## config.mk

```make
export PLATFORM = sky130hd
export DESIGN_NAME = rf_tx_sample_packer
export DESIGN_NICKNAME = d
export VERILOG_FILES = /design/src/rtl/rf_tx_sample_packer.sv
export SDC_FILE = /design/constraint.sdc
export NUM_CORES = 1
export LEC_CHECK = 0
export CORE_MARGIN = 4
export CORE_UTILIZATION = 60
export CTS_CLUSTER_SIZE = 10
export DETAILED_ROUTE_END_ITERATION = 8
export GPL_TIMING_DRIVEN = 1
export HOLD_SLACK_MARGIN = 0.02
export PLACE_DENSITY = 0.83
export SLEW_MARGIN = 10
export SYNTH_ARGS = -nofsm -noshare
export SYNTH_HDL_FRONTEND = slang
export SYNTH_SLANG_ARGS = --single-unit
```

## constraint.sdc

```tcl
create_clock -name I_clk -period 15.9 [get_ports I_clk]
set_clock_uncertainty 0.2 [all_clocks]
set_input_delay 3.18 -clock I_clk [delete_from_list [all_inputs] [get_ports I_clk]]
set_output_delay 3.18 -clock I_clk [all_outputs]
set_load 0.01 [all_outputs]
```

## src/rtl/rf_tx_sample_packer.sv

```systemverilog
// rf_tx_sample_packer
//
// Captures strobed two-antenna IQ samples (four 12-bit lanes) from the RF Tx
// sample source and buffers them in a small FIFO. They leave as a framed
// 64-bit stream with a valid/ready handshake, one beat per sample.
//
// Ports:
//   I_clk, I_rst       sole clock; synchronous active-high reset
//   I_en               run enable; it gates only O_tReady
//   O_tReady           registered back-pressure toward the sample source
//   I_RF_txXEn         sample strobe, one cycle per sample
//   I_RF_tx{0,1}{Im,Re} 12-bit two's complement lanes
//   O_tValid/O_tData/O_tLast, I_mReady   output beat stream
//   O_ovf              sticky overflow flag
//   O_dropCnt          dropped samples, saturating
//   O_frameCnt         completed frames, wrapping
//   O_seqErr           sticky sequence error
//
// Optional feature: define RF_TX_SEQ_CHECK_EN to enable the ramp-sequence
// checker that drives O_seqErr. When the macro is undefined, O_seqErr is tied
// to 0 and no checker logic is built.

module rf_tx_sample_packer #(
  parameter int FRAME_LEN    = 16,
  parameter int FIFO_DEPTH   = 8,
  parameter int AFULL_MARGIN = 2
) (
  input  logic        I_clk,
  input  logic        I_rst,
  input  logic        I_en,
  output logic        O_tReady,
  input  logic        I_RF_txXEn,
  input  logic [11:0] I_RF_tx0Im,
  input  logic [11:0] I_RF_tx0Re,
  input  logic [11:0] I_RF_tx1Im,
  input  logic [11:0] I_RF_tx1Re,
  output logic        O_tValid,
  output logic [63:0] O_tData,
  output logic        O_tLast,
  input  logic        I_mReady,
  output logic        O_ovf,
  output logic [15:0] O_dropCnt,
  output logic [15:0] O_frameCnt,
  output logic        O_seqErr
);

  localparam int AW = $clog2(FIFO_DEPTH);
  localparam int CW = AW + 1;

  typedef enum logic {S_EMPTY = 1'b0, S_FULL = 1'b1} state_t;

  // Lane packing, low lane first: {tx1Re, tx1Im, tx0Re, tx0Im}
  logic [47:0]   sample_in;
  logic [47:0]   mem [FIFO_DEPTH];
  logic [AW-1:0] wr_ptr_reg;
  logic [AW-1:0] rd_ptr_reg;
  logic [CW-1:0] count_reg;
  logic [CW-1:0] count_next;

  state_t        state_reg;
  state_t        state_next;
  logic [47:0]   data_reg;
  logic [15:0]   beat_reg;
  logic [15:0]   frame_cnt_reg;
  logic [15:0]   drop_cnt_reg;
  logic          ovf_reg;
  logic          tready_reg;

  logic          wr_en;
  logic          drop;
  logic          fifo_empty;
  logic          pop;
  logic          hs;
  logic          last_beat;

  assign sample_in  = {I_RF_tx1Re, I_RF_tx1Im, I_RF_tx0Re, I_RF_tx0Im};
  assign fifo_empty = (count_reg == '0);

  // Admission uses the count at the start of the cycle. A full FIFO drops the
  // sample even if a pop frees a slot in the same cycle.
  assign wr_en = I_RF_txXEn && (count_reg < CW'(FIFO_DEPTH));
  assign drop  = I_RF_txXEn && !wr_en;

  // Output stage: next state and pop decision
  always_comb begin
    state_next = state_reg;
    pop        = 1'b0;
    hs         = 1'b0;
    case (state_reg)
      S_EMPTY: begin
        if (!fifo_empty) begin
          pop        = 1'b1;
          state_next = S_FULL;
        end
      end
      S_FULL: begin
        if (I_mReady) begin
          hs = 1'b1;
          if (!fifo_empty) begin
            pop = 1'b1;
          end else begin
            state_next = S_EMPTY;
          end
        end
      end
      default: state_next = S_EMPTY;
    endcase
  end

  assign count_next = count_reg + CW'(wr_en) - CW'(pop);
  assign last_beat  = (beat_reg == 16'(FRAME_LEN - 1));

  // Sample storage. It has no reset, and reads go only into data_reg.
  always_ff @(posedge I_clk) begin
    if (wr_en) begin
      mem[wr_ptr_reg] <= sample_in;
    end
  end

  always_ff @(posedge I_clk) begin
    if (I_rst) begin
      wr_ptr_reg    <= '0;
      rd_ptr_reg    <= '0;
      count_reg     <= '0;
      state_reg     <= S_EMPTY;
      data_reg      <= '0;
      beat_reg      <= '0;
      frame_cnt_reg <= '0;
      drop_cnt_reg  <= '0;
      ovf_reg       <= 1'b0;
      tready_reg    <= 1'b0;
    end else begin
      count_reg  <= count_next;
      state_reg  <= state_next;
      tready_reg <= I_en && (count_next <= CW'(FIFO_DEPTH - AFULL_MARGIN));

      if (wr_en) begin
        wr_ptr_reg <= wr_ptr_reg + 1'b1;
      end
      if (pop) begin
        rd_ptr_reg <= rd_ptr_reg + 1'b1;
        data_reg   <= mem[rd_ptr_reg];
      end

      if (hs) begin
        if (last_beat) begin
          beat_reg      <= '0;
          frame_cnt_reg <= frame_cnt_reg + 16'd1;
        end else begin
          beat_reg <= beat_reg + 16'd1;
        end
      end

      if (drop) begin
        ovf_reg <= 1'b1;
        if (drop_cnt_reg != 16'hFFFF) begin
          drop_cnt_reg <= drop_cnt_reg + 16'd1;
        end
      end
    end
  end

  // Sign-extend each 12-bit lane into its 16-bit slot
  genvar gi;
  generate
    for (gi = 0; gi < 4; gi++) begin : g_sext
      assign O_tData[gi*16 +: 16] = {{4{data_reg[gi*12 + 11]}}, data_reg[gi*12 +: 12]};
    end
  endgenerate

  assign O_tValid   = (state_reg == S_FULL);
  assign O_tLast    = (state_reg == S_FULL) && last_beat;
  assign O_tReady   = tready_reg;
  assign O_ovf      = ovf_reg;
  assign O_dropCnt  = drop_cnt_reg;
  assign O_frameCnt = frame_cnt_reg;

`ifdef RF_TX_SEQ_CHECK_EN
  // Each accepted sample must equal the previously accepted one plus
  // {+4, +3, +2, +1} per lane, modulo 4096. A drop breaks the chain, so the
  // next accepted sample only becomes the new reference.
  logic [47:0] ref_reg;
  logic        have_ref_reg;
  logic        seq_err_reg;
  logic [3:0]  lane_bad;

  for (gi = 0; gi < 4; gi++) begin : g_seq
    assign lane_bad[gi] = (sample_in[gi*12 +: 12] != (ref_reg[gi*12 +: 12] + 12'(gi + 1)));
  end

  always_ff @(posedge I_clk) begin
    if (I_rst) begin
      ref_reg      <= '0;
      have_ref_reg <= 1'b0;
      seq_err_reg  <= 1'b0;
    end else if (wr_en) begin
      ref_reg      <= sample_in;
      have_ref_reg <= 1'b1;
      if (have_ref_reg && (|lane_bad)) begin
        seq_err_reg <= 1'b1;
      end
    end else if (drop) begin
      have_ref_reg <= 1'b0;
    end
  end

  assign O_seqErr = seq_err_reg;
`else
  assign O_seqErr = 1'b0;
`endif

endmodule
```

Word-level counts from Yosys, hierarchy flattened
Memories as Yosys holds them, arrays and structs flattened. A register that Yosys moved wholly into a read port is not among the register bits. Index checks and enable logic that the tools add are counted.

Eq/ne operators: 2. Shift-type cells: 0. Reductions and logical operators: 8. Div/mod/pow operators: 0. Order comparisons: 2. Add/sub/neg operators: 7. Multiplexer cells: 10. Multipliers: 0. Bitwise gates (word level): 1.

Operators with widths (number): 16-bit by 1-bit adder with 16-bit output, second input constant (3); 16-bit by 4-bit == test with 1-bit output, second input constant (1); 16-bit two-way mux (1); 16-bit inequality test, second input constant (1); 1-bit two-way mux (7); 3-bit by 1-bit adder with 3-bit output, second input constant (2); 4-bit by 1-bit adder with 4-bit output (1); 4-bit by 3-bit less-or-equal comparator with 1-bit output, second input constant (1); 1-bit logical AND (4); 4-bit logical NOT (1); 4-bit < comparator, second input constant (1); 1-bit one-hot mux with 2 select lines (2); 2-bit AND reduction (2); 4-bit by 1-bit subtractor with 4-bit output (1); 1-bit logical NOT (1); 1-bit NOT (1).

Bits in read-only memories: 0. Output and inout bits: 101. Bits in latches: 0. Memory bits (writable): 384. Register bits after elaboration: 61. Bits of input ports: 53. Logic and storage cells: 40. Memories: 1.

Memory list: mem (words 8, bits a word 48, rd ports 1, clocked after memory_dff 1, write ports 1, line 54) `logic [47:0] mem [FIFO_DEPTH];`.

Logic depth before layout (Yosys ltp)
Gate-level depths: netlist of run 1.

Depth in word-level cells: 7. Mapped depth: 14. Gate-level depth less buffers: 12.

Worst setup path before layout of run 1
Ideal clock, no wire load.

Path type: in2reg. Start point: input port I_RF_txXEn. End point: memory mem[0][0], enable pin. Required time: 15187 ps. Setup time: 513 ps. Arrival: 6934 ps. Slack: 8253 ps. Stages on the path: 4. Buffers on the path: 1. Cell sequence: nor2b_1 -> clkbuf_1 -> nand2b_1 -> nor3_1.

Cells in the longest elaborated chain, start to end: 3.

Ends and longest elaborated chain: start: declaration (line 32) `input logic I_RF_txXEn,`; 1-bit logical AND (line 81) `assign wr_en = I_RF_txXEn && (count_reg < CW'(FIFO_DEPTH));`; 1-bit two-way mux (line 115) `if (wr_en) begin`; 1-bit two-way mux (implied by the code) (line 116) `mem[wr_ptr_reg] <= sample_in;`; end: declaration (line 54).

No other way between the ends.

Final worst setup path of run 1
Start point: register beat_reg[0]. End point: output port O_tLast.

Cells in the longest elaborated chain, start to end: 2.

Ends and longest elaborated chain: start: declaration (line 63) `logic [15:0] beat_reg;`; start signal: assignment (line 150) `beat_reg <= beat_reg + 16'd1;`; 16-bit by 4-bit == test with 1-bit output (line 111) `assign last_beat = (beat_reg == 16'(FRAME_LEN - 1));`; 1-bit logical AND (line 172) `assign O_tLast = (state_reg == S_FULL) && last_beat;`; end: declaration (line 39) `output logic O_tLast,`.

No other way between the ends.

==> impl_summary.log, run 1 <==
[metrics] H-tree lvl count: 2
[metrics] worst min-delay path startpoint: beat_reg[1]$_SDFFE_PP0P_
[metrics] Post-Syn Area: about 19,000 µm²
[metrics] count of different cell masters after synthesis: 50
[metrics] standard-cell rows: 64
[metrics] worst reg2reg startpoint: beat_reg[0]$_SDFFE_PP0P_
[metrics] category of the worst setup path launch point: flop
[metrics] Final setup violation count: 0
[metrics] effective utilization at floorplan: 0.6149
[metrics] slew at the pin closest to its max-slew limit: between 1000 and 1500 ps
[metrics] final max-slew violation count: 0
[metrics] R2R cell count: 5
[metrics] Critical Setup Path Class: flop to output pin
[metrics] total core area: 30,990 µm²
[metrics] time the worst path needs with I/O delays and setup: 6493 ps
[metrics] ranking of synthesized cells by area: sky130_fd_sc_hd__edfxtp_1, sky130_fd_sc_hd__dfxtp_1, sky130_fd_sc_hd__mux4_2
[metrics] GRT Resource Usage Total: 0.2383
[metrics] path category of the worst min-delay check: flop to flop
[metrics] max-cap violation count: 0
[metrics] first-pass GRT wire length: approximately 63,000 µm
[metrics] number of antenna violations at the first check in global routing: 7
[metrics] Die Wd: approximately 190 µm
[metrics] flip-flop count of the largest register, all copies and words added: 384
[metrics] number of synthesized flops with an enable pin: about 380
[metrics] violation count after the first detailed-route iteration: ~770
[metrics] Peak Freq: 0.1540 GHz
[metrics] root cell of the clock tree: sky130_fd_sc_hd__clkbuf_16
[metrics] setup slack at placement: between 9000 and 10,000 ps
[metrics] Sequential cell area: roughly 14,000 µm²
[metrics] final design utilization: 0.7256
[metrics] final-stage net count: about 1,300
[metrics] via count of the first global-routing pass: 10,580
[metrics] Reg-to-Reg End: beat_reg[14]$_SDFFE_PP0P_
[metrics] maximum ir drop on the vdd rail: 118.1 µV
[metrics] Arrival @ worst endpoint: around 3100 ps
[metrics] share of the synthesized area in the top cell type: 0.6051
[metrics] die footprint: approximately 35,000 µm²
[metrics] Bufs on Longest Clock Path: 3
[metrics] pin count of the biggest net entering global routing: between 90 and 100
[metrics] RSZ-0062 raised after global routing: no
[metrics] share of the clock period used by the worst path after layout: 0.4084
[metrics] Hold Path Stages: 2
[metrics] CTS Hold Bufs: 0
[metrics] total design power: between 3 and 4 mW
[metrics] antenna-violating nets left: 0
[metrics] Synth Area per Inst: around 17 µm²
[metrics] worst min-delay path endpoint: beat_reg[1]$_SDFFE_PP0P_
[metrics] final routed DRC violation total: 0
[metrics] flip-flop and latch count after synthesis: 493
[metrics] post-CTS setup repair buffer count: 0
[metrics] outcome: complete, no violations
[metrics] via total after detailed routing: 10,360
[metrics] clock transition at the registers of the reported paths: ~50 ps
[metrics] number of CTS-inserted buffers: between 50 and 60
[metrics] Post-Syn Nets: roughly 1,200
[metrics] total negative slack for setup checks: 0 ps
[metrics] Worst Path Max Fanout: 29
[metrics] slack of the worst reg-to-reg path: roughly 12,000 ps
[metrics] overall routed net length: 40,400 µm
[metrics] clock tree from TritonCTS: built
[metrics] fraction of layout instances using a drive strength above 1: 0.1519
[metrics] most common library cell in the layout ignoring fill and taps: sky130_fd_sc_hd__edfxtp_1
[metrics] IO Port Bufs: approximately 150
[metrics] number of iterations in the first detailed-routing pass: 5
[metrics] total I/O pin count: around 150
[metrics] library cell with the largest summed area after synthesis: sky130_fd_sc_hd__edfxtp_1
[metrics] critical path data required time: roughly 13,000 ps
[metrics] proportion of synthesized flip-flops having asynchronous set or reset: 0
[metrics] Die Y-Extent: roughly 190 µm
[metrics] CTS Sinks: approximately 490
[metrics] Synthesis Warnings: 0
[metrics] average vias per placed instance: 6.153
[metrics] post-route worst setup slack: 9407 ps
[metrics] share of the yosys chip area belonging to registers: 0.7196
[metrics] final weighted congestion in routability-driven placement: ~0.8
[metrics] hold violation count in the final report: 0
[metrics] synthesized netlist cell count: 1,091
[metrics] Detailed Place HPWL: between 20,000 and 25,000 µm
[metrics] wire length per cell after detailed routing: roughly 24 µm
[metrics] aggregate global routing overflow: 0
[metrics] nature of the critical path endpoint: output pin
[metrics] leakage power of the design: between 7 and 8 nW
[metrics] footprint of the multi-input gates: 4940 µm²
[metrics] most common flop cell mapped by yosys: sky130_fd_sc_hd__edfxtp_1
[metrics] clk_lat worst skew: between 500 and 600 ps
[metrics] # fillers: around 1,800
[metrics] Worst slew margin: 0.2340
[metrics] post-cts gate resize count: 0
[metrics] area delta synth->final: 18.00%
[metrics] leading cell types in the layout, fill and taps excluded: sky130_fd_sc_hd__edfxtp_1, sky130_fd_sc_hd__clkdlybuf4s50_1, sky130_fd_sc_hd__dfxtp_1
[metrics] total power density per cell area: ~160 nW/µm²
==> per-layer routing <==
metal,vias up,GRT usage,wire length [µm]
li1,4600,-,-
met1,5206,0.3202,15320
met3,88,0.04706,3128
met2,461,0.3979,20650
met4,6,0.08161,1248
met5,-,0,45
==> Yosys cell counts (10+ instances only) <==
library cell / n
sky130_fd_sc_hd__a21oi_1: 21
sky130_fd_sc_hd__edfxtp_1: 384
sky130_fd_sc_hd__ha_1: 10
sky130_fd_sc_hd__nor2_1: 96
sky130_fd_sc_hd__xnor2_1: 13
sky130_fd_sc_hd__inv_1: 20
sky130_fd_sc_hd__nand3_1: 17
sky130_fd_sc_hd__nand4_1: 11
sky130_fd_sc_hd__mux4_2: 96
sky130_fd_sc_hd__mux2i_1: 52
sky130_fd_sc_hd__buf_4: 21
sky130_fd_sc_hd__or4_1: 11
sky130_fd_sc_hd__dfxtp_1: 109
sky130_fd_sc_hd__buf_2: 19
sky130_fd_sc_hd__o31ai_1: 10
sky130_fd_sc_hd__a211oi_1: 50
sky130_fd_sc_hd__nor4_1: 11
sky130_fd_sc_hd__or3_1: 11
sky130_fd_sc_hd__nand2_1: 16
sky130_fd_sc_hd__clkbuf_1: 30
==> cell families (layout without fill, tap and decap cells) <==
group | Yosys count | after routing | synth area share
DFF | 493 | 493 | 0.7196
AOI/OAI and AO/OA | 100 | 100 | 0.03618
muxes | 156 | 156 | 0.1455
buffers and inverters | 95 | 288 | 0.02416
other | 1 | 5 | 0.0001968
xor gates and xnor gates | 22 | 22 | 0.01011
and+or+nand+nor | 213 | 213 | 0.05660
adders and majority gates | 11 | 11 | 0.007617
==> worst max path at each step <==
stage / end / slack (ps) / start
after floorplan: mem[0][0]$_DFFE_PP_ / 8250 / I_RF_txXEn
after global placement: O_tReady$_SDFF_PP0_ / 9940 / I_RF_txXEn
after detailed placement: O_tReady$_SDFF_PP0_ / 9900 / I_RF_txXEn
after CTS: O_tLast / 9420 / beat_reg[0]$_SDFFE_PP0P_
after global routing: O_tLast / 9150 / beat_reg[0]$_SDFFE_PP0P_
final: O_tLast / 9410 / beat_reg[0]$_SDFFE_PP0P_
==> critical path, stage by stage (launching register included) <==
cell and delay, ps:
sky130_fd_sc_hd__dfxtp_1 370, sky130_fd_sc_hd__ha_1 220, sky130_fd_sc_hd__nor4bb_1 300, sky130_fd_sc_hd__nand4_1 810, sky130_fd_sc_hd__nor2_1 300, sky130_fd_sc_hd__clkdlybuf4s50_1 570
==> final cells by class <==
cell class | instances | area share
Clock inverter | 4 | 0.003227
Clock buffer | 99 | 0.06900
Tap cell | 396 | 0.02204
Sequential cell | 493 | 0.6104
Multi-Input combinational cell | 503 | 0.2197
Timing Repair Buffer | 165 | 0.07189
Inverter | 20 | 0.003339
Antenna cell | 4 | 0.0004452
==> report_power, final <==
part / internal [mW] / leakage (nW) / switching (mW) / total, mW
Combinational: 0.462 / 1.94 / 0.419 / 0.880
Clock: 0.657 / 0.765 / 0.484 / 1.14
Sequential: 1.52 / 4.37 / 0.122 / 1.65
==> metrics by stage <==
| stage | hold slack (ps) | instances | instance area [µm²] |
|---|---|---|---|
| 2_1_floorplan | 253.6 | 1091 | 19060 |
| 3_3_place_gp | 261.2 | 1577 | 20850 |
| 3_5_place_dp | 285.4 | 1577 | 20850 |
| 4_1_cts | 292.6 | 1680 | 22480 |
| 5_1_grt | 319.1 | 1683 | 22480 |
| 6_report | 286.3 | 1684 | 22490 |
No activity file was read; power rests on OpenSTA's default activity.
==> run 2: changes to the inputs <==
CORE_UTILIZATION = 58   (was 60)
PLACE_DENSITY = 0.81   (was 0.83)
clock period = 6.05 ns   (was 15.9 ns; I/O delays follow)
==> run 2 against run 1 <==
Clock power rose to 2.6 times the previous value. Worst setup slack got worse by 7900 ps. Wire length decreased by 2.0%. Register-to-register slack lost 9800 ps. Cell area grew 0.23%. Total power grew to 2.6 times the previous value.
==> impl_summary.log, run 2 (same netlist as run 1, synthesis figures left out) <==
[metrics] outcome: complete, no violations
[metrics] H-tree lvl count: 2 (unchanged)
[metrics] Power Internal: 6.930 mW (+160%)
[metrics] CTS Sinks: 493 (unchanged)
[metrics] average vias per placed instance: 5.997 (-2.5%)
[metrics] die footprint: 35,820 µm² (+3.3%)
[metrics] maximum ir drop on the vdd rail: 312.6 µV (+160%)
[metrics] antenna-violating nets left: 0 (unchanged)
[metrics] fraction of layout instances using a drive strength above 1: 0.1556 (+0.003773)
[metrics] RSZ-0062 raised after global routing: no
[metrics] nature of the critical path endpoint: output pin
[metrics] share of the clock period used by the worst path after layout: 0.7453
[metrics] effective utilization at floorplan: 0.5872 (-0.02774)
[metrics] number of antenna violations at the first check in global routing: 1 (-6)
[metrics] Worst path slowest cell: sky130_fd_sc_hd__nand4_1
[metrics] final routed DRC violation total: 0 (unchanged)
[metrics] number of CTS-inserted buffers: 55 (unchanged)
[metrics] standard-cell rows: 66 (+3.1%)
[metrics] maximum single-stage delay on the critical path: 800 ps (about the same)
[metrics] CTS Hold Bufs: 0 (unchanged)
[metrics] area delta synth->final: 18.27%
[metrics] via count of the first global-routing pass: 10,600 (+0.20%)
[metrics] path category of the worst min-delay check: flop to flop
[metrics] relative contribution of sequential cells to total power: 0.452 (+0.003)
[metrics] Final setup violation count: 0 (unchanged)
[metrics] setup slack at placement: 1735 ps (-8163 ps)
[metrics] net switching power of the design: 2.642 mW (+160%)
[metrics] count of buffering cells on the critical path with inverters included: 1 (unchanged)
[metrics] list of cells traversed by the critical path: ha_1 -> nor4bb_1 -> nand4_1 -> nor2_1 -> clkdlybuf4s50_1
[metrics] sw frac: 0.2760 (-0.003490)
[metrics] final weighted congestion in routability-driven placement: 0.8100 (-0.56%)
[metrics] slew at the pin closest to its max-slew limit: 1131 ps (-15.70 ps)
[metrics] Critical Setup Path Class: flop to output pin
[metrics] post-cts gate resize count: 0 (unchanged)
[metrics] total negative slack for setup checks: 0 ps (unchanged)
[metrics] fraction of power consumed by the clock network: 0.307 (-0.004)
[metrics] category of the worst setup path launch point: flop
[metrics] total core area: 32,450 µm² (+4.7%)
[metrics] time the worst path needs with I/O delays and setup: 4509 ps
[metrics] final max-slew violation count: 0 (unchanged)
[metrics] Die Wd: 189.3 µm (+1.6%)
[metrics] hold violation count in the final report: 0 (unchanged)
[metrics] GRT Resource Usage Total: 0.2241 (-0.01421)
[metrics] wire length per cell after detailed routing: 22.91 µm (-4.5%)
[metrics] # fillers: 2,023 (+13%)
[metrics] violation count after the first detailed-route iteration: 801 (+4.7%)
[metrics] Die Y-Extent: 189.3 µm (+1.6%)
[metrics] overall routed net length: 39,580 µm (-2.0%)
[metrics] part of the power in combinational logic: 0.241 (about the same)
[metrics] Detailed Place HPWL: 22,390 µm (+6.1%)
[metrics] most common library cell in the layout ignoring fill and taps: sky130_fd_sc_hd__edfxtp_1
[metrics] Arrival @ worst endpoint: 3100 ps (about the same)
[metrics] post-CTS setup repair buffer count: 0 (unchanged)
[metrics] max-cap violation count: 0 (unchanged)
[metrics] aggregate global routing overflow: 0 (unchanged)
[metrics] via total after detailed routing: 10,360 (+0.019%)
[metrics] clock transition at the registers of the reported paths: 50 ps (about the same)
[metrics] post-route worst setup slack: 1541 ps (-7866 ps)
[metrics] delay-heaviest family, CP: simple AND/OR/NAND/NOR gates
[metrics] Peak Freq: between 0.2 and 0.25 GHz
[metrics] clock tree from TritonCTS: built
[metrics] total I/O pin count: 154 (unchanged)
[metrics] Worst slew margin: 0.2378 (+0.003801)
[metrics] Worst Path Max Fanout: 29 (unchanged)
[metrics] critical path data required time: 4640 ps (-7880 ps)
[metrics] leakage power of the design: 7.086 nW (+0.16%)
[metrics] final design utilization: 0.6945 (-0.03111)
[metrics] number of iterations in the first detailed-routing pass: 5 (unchanged)
[metrics] total design power: 9.571 mW (+160%)
[metrics] pin count of the biggest net entering global routing: 99 (unchanged)
[metrics] Bufs on Longest Clock Path: 3 (unchanged)
[metrics] root cell of the clock tree: sky130_fd_sc_hd__clkbuf_16
[metrics] total power density per cell area: 424.7 nW/µm² (+160%)
[metrics] clk_lat worst skew: 560 ps (-30 ps)
[metrics] hold slack final: 278.9 ps (-7.447 ps)
[metrics] first-pass GRT wire length: 62,420 µm (-0.59%)
[metrics] final-stage net count: 1,307 (+0.38%)
[metrics] IO Port Bufs: 152 (unchanged)
[metrics] flip-flop count of the largest register, all copies and words added: 384 (unchanged)
[metrics] leading cell types in the layout, fill and taps excluded: sky130_fd_sc_hd__edfxtp_1, sky130_fd_sc_hd__clkdlybuf4s50_1, sky130_fd_sc_hd__dfxtp_1
[run 2: cell count changes in the layout (fill, tap and decap cells not counted)]
cell,delta
sky130_fd_sc_hd__buf_4,+4
sky130_fd_sc_hd__clkbuf_1,-3
sky130_fd_sc_hd__diode_2,-3
sky130_fd_sc_hd__clkinv_16,-2
sky130_fd_sc_hd__buf_12,+1
sky130_fd_sc_hd__clkinv_1,-1
sky130_fd_sc_hd__clkinvlp_4,+1
sky130_fd_sc_hd__inv_16,+1
[run 2: final timing paths]
path	startpoint	to	slack [ps]	cells after the start
min reg2reg	beat_reg[1]$_SDFFE_PP0P_	beat_reg[1]$_SDFFE_PP0P_	280	2
min	beat_reg[1]$_SDFFE_PP0P_	beat_reg[1]$_SDFFE_PP0P_	280	2
max	beat_reg[0]$_SDFFE_PP0P_	O_tLast	1540	5
max reg2reg	beat_reg[0]$_SDFFE_PP0P_	beat_reg[4]$_SDFFE_PP0P_	2690	5
[run 2: cell type report]
type	instances	area (µm²)	area share
clock inverter	3	36.28	0.001610
clock buffer	96	1540	0.06834
sequential	493	13720	0.6089
inverter	20	75.07	0.003331
tap	442	553.0	0.02454
antenna	1	2.502	0.0001110
timing repair buffer	170	1667	0.07395
multi-input combinational	503	4940	0.2192
[run 2: routing by layer]
metal  vias to the layer above  GRT usage  part of all wire
met5                         -          0           0.00018
met4                         2    0.05676             0.023
met3                        69    0.03798             0.070
met2                       420     0.3738              0.50
met1                      5257     0.3150              0.40
li1                       4615          -                 -
[run 2: power groups by stage]
stage / clock, mW / sequential (mW) / combinational [mW]
detailed placement: 0 / 4.39 / 2.28
global route: 3.16 / 4.39 / 2.50
CTS: 2.99 / 4.34 / 2.33
global placement: 0 / 4.37 / 2.22
finish: 2.94 / 4.33 / 2.30
floorplan: 0 / 4.29 / 1.55
[run 2: through the flow]
step,cell area [µm²],std cells
global route,22540,1727
floorplan,19060,1091
detailed placement,20960,1628
finish,22540,1728
CTS,22540,1727
global placement,20960,1628
[run 2: tightest hold or removal path, stage by stage, from the launching register on]
cell	delay [ps]
sky130_fd_sc_hd__dfxtp_1	320
sky130_fd_sc_hd__nand2_1	60
sky130_fd_sc_hd__a21oi_1	50
==> run 3: changes to the inputs <==
CORE_UTILIZATION = 52   (was 58)
PLACE_DENSITY = 0.76   (was 0.81)
clock period = 4.1 ns   (was 6.05 ns; I/O delays follow)
==> run 3 against run 2 <==
Sequential power rose by 48%. Clock power rose by 48%. Count of clock-buffer cells in the layout fell by 1. Total power rose by 48%. Via count fell by 1.7%. Wire length fell by 1.2%. Die area rose by 11%. Cell count rose by 1.3%. Largest cell class unchanged. Highest routed layer unchanged.
==> impl_summary.log, run 3 (same netlist as run 1, synthesis figures left out) <==
[metrics] number of iterations in the first detailed-routing pass: 6 (+1)
[metrics] overall routed net length: 39,110 µm (-1.2%)
[metrics] CTS Hold Bufs: 0 (unchanged)
[metrics] violation count after the first detailed-route iteration: 682 (-15%)
[metrics] area delta synth->final: 19.07%
[metrics] leakage power of the design: 7.126 nW (+0.56%)
[metrics] number of antenna violations at the first check in global routing: 3 (+2)
[metrics] category of the worst setup path launch point: flop
[metrics] flip-flop count of the largest register, all copies and words added: 384 (unchanged)
[metrics] Worst Path Max Fanout: 29 (unchanged)
[metrics] Detailed Place HPWL: 22,250 µm (-0.63%)
[metrics] final design utilization: 0.6333 (-0.06115)
[metrics] clock tree from TritonCTS: built
[metrics] outcome: complete, no violations
[metrics] total power density per cell area: 623.0 nW/µm² (+47%)
[metrics] hold violation count in the final report: 0 (unchanged)
[metrics] Arrival @ worst endpoint: 2460 ps (-640 ps)
[metrics] Final setup violation count: 0 (unchanged)
[metrics] final max-slew violation count: 0 (unchanged)
[metrics] fraction of layout instances using a drive strength above 1: 0.1584 (+0.002743)
[metrics] max-cap violation count: 0 (unchanged)
[metrics] slew at the pin closest to its max-slew limit: 1177 ps (+45.98 ps)
[metrics] first-pass GRT wire length: 60,830 µm (-2.6%)
[metrics] # fillers: 2,486 (+23%)
[metrics] nature of the critical path endpoint: output pin
[metrics] final-stage net count: 1,311 (+0.31%)
[metrics] average vias per placed instance: 5.819 (-3.0%)
[metrics] total I/O pin count: 154 (unchanged)
[metrics] post-route worst setup slack: 617.2 ps (-923.7 ps)
[metrics] clock transition at the registers of the reported paths: 50 ps (about the same)
[metrics] GRT Resource Usage Total: 0.1995 (-0.02454)
[metrics] maximum ir drop on the vdd rail: 387.0 µV (+24%)
[metrics] number of CTS-inserted buffers: 55 (unchanged)
[metrics] H-tree lvl count: 2 (unchanged)
[metrics] most common library cell in the layout ignoring fill and taps: sky130_fd_sc_hd__edfxtp_1
[metrics] post-cts gate resize count: 0 (unchanged)
[metrics] final routed DRC violation total: 0 (unchanged)
[metrics] Die Y-Extent: 199.4 µm (+5.4%)
[metrics] path category of the worst min-delay check: flop to flop
[metrics] via count of the first global-routing pass: 10,530 (-0.64%)
[metrics] total core area: 35,830 µm² (+10%)
[metrics] aggregate global routing overflow: 0 (unchanged)
[metrics] pin count of the biggest net entering global routing: 99 (unchanged)
[metrics] Die Wd: 199.4 µm (+5.4%)
[metrics] Peak Freq: between 0.2 and 0.3 GHz
[metrics] clk_lat worst skew: 600 ps (+40 ps)
[metrics] die footprint: 39,770 µm² (+11%)
[metrics] RSZ-0062 raised after global routing: no
[metrics] post-CTS setup repair buffer count: 0 (unchanged)
[metrics] setup slack at placement: 629.7 ps (-1105 ps)
[metrics] standard-cell rows: 69 (+4.5%)
[metrics] cell count after placement: 1,651 (+1.4%)
[metrics] effective utilization at floorplan: 0.5319 (-0.05530)
[metrics] critical path data required time: 3080 ps (-1560 ps)
[metrics] Bufs on Longest Clock Path: 3 (unchanged)
[metrics] IO Port Bufs: 152 (unchanged)
[metrics] time the worst path needs with I/O delays and setup: between 3000 and 4000 ps
[metrics] wire length per cell after detailed routing: 22.35 µm (-2.4%)
[metrics] final weighted congestion in routability-driven placement: 0.7778 (-4.0%)
[metrics] Critical Setup Path Class: flop to output pin
[metrics] number of non-filler instances in the completed layout: 1,750 (+1.3%)
[metrics] leading cell types in the layout, fill and taps excluded: sky130_fd_sc_hd__edfxtp_1, sky130_fd_sc_hd__clkdlybuf4s50_1, sky130_fd_sc_hd__dfxtp_1
[metrics] total negative slack for setup checks: 0 ps (unchanged)
[metrics] Worst slew margin: 0.2154 (-0.02241)
[metrics] via total after detailed routing: 10,180 (-1.7%)
[metrics] antenna-violating nets left: 0 (unchanged)
[metrics] CTS Sinks: 493 (unchanged)
[metrics] root cell of the clock tree: sky130_fd_sc_hd__clkbuf_16
[metrics] share of the clock period used by the worst path after layout: 0.8495
-- run 3: through the flow --
step / area, µm² / hold slack, ps / power (mW)
2_1_floorplan: 19070 / 253.6 / 8.611
3_3_place_gp: 21100 / 262.2 / 9.827
3_5_place_dp: 21100 / 275.3 / 9.926
4_1_cts: 22690 / 283.0 / 14.32
5_1_grt: 22690 / 325.5 / 14.84
6_report: 22690 / 280.8 / 14.14
-- run 3: power by group --
part	switching [mW]	total [mW]	internal, mW
clock network	1.83	4.35	2.52
registers	0.505	6.41	5.91
logic	1.55	3.37	1.82
total	3.88	14.1	10.3
-- run 3: per-layer routing --
layer,wire [µm],global-route usage,vias to the layer above
li1,-,-,4611
met1,15790,0.2688,5191
met2,20100,0.3387,315
met3,2461,0.03827,62
met4,744,0.05358,4
met5,15,0,-
-- run 3: path summary, 6_finish.rpt --
check                                         startpoint                       end  slack [ps]  cells after the start
worst max-delay path            beat_reg[0]$_SDFFE_PP0P_                   O_tLast         620                      6
worst max register to register   count_reg[3]$_SDFF_PP0_       O_tReady$_SDFF_PP0_        1220                     12
worst min-delay path            beat_reg[1]$_SDFFE_PP0P_  beat_reg[1]$_SDFFE_PP0P_         280                      2
worst min register to register  beat_reg[1]$_SDFFE_PP0P_  beat_reg[1]$_SDFFE_PP0P_         280                      2
-- run 3: area by class of cell --
type                       count  area (µm²)  share of cell area
clock inverter                 3       51.30            0.002261
antenna                        1       2.502           0.0001103
timing repair buffer         174        1772             0.07808
clock buffer                  95        1536             0.06771
sequential                   493       13720              0.6049
inverter                      20       75.07            0.003309
multi-input combinational    503        4952              0.2183
tap                          461       576.8             0.02542
-- run 3: critical path, cell delays in order (launching register included) --
cell	delay (ps)
sky130_fd_sc_hd__dfxtp_1	370
sky130_fd_sc_hd__ha_1	210
sky130_fd_sc_hd__nor4bb_1	320
sky130_fd_sc_hd__nand4_1	130
sky130_fd_sc_hd__buf_4	240
sky130_fd_sc_hd__nor2_1	100
sky130_fd_sc_hd__clkdlybuf4s50_1	540
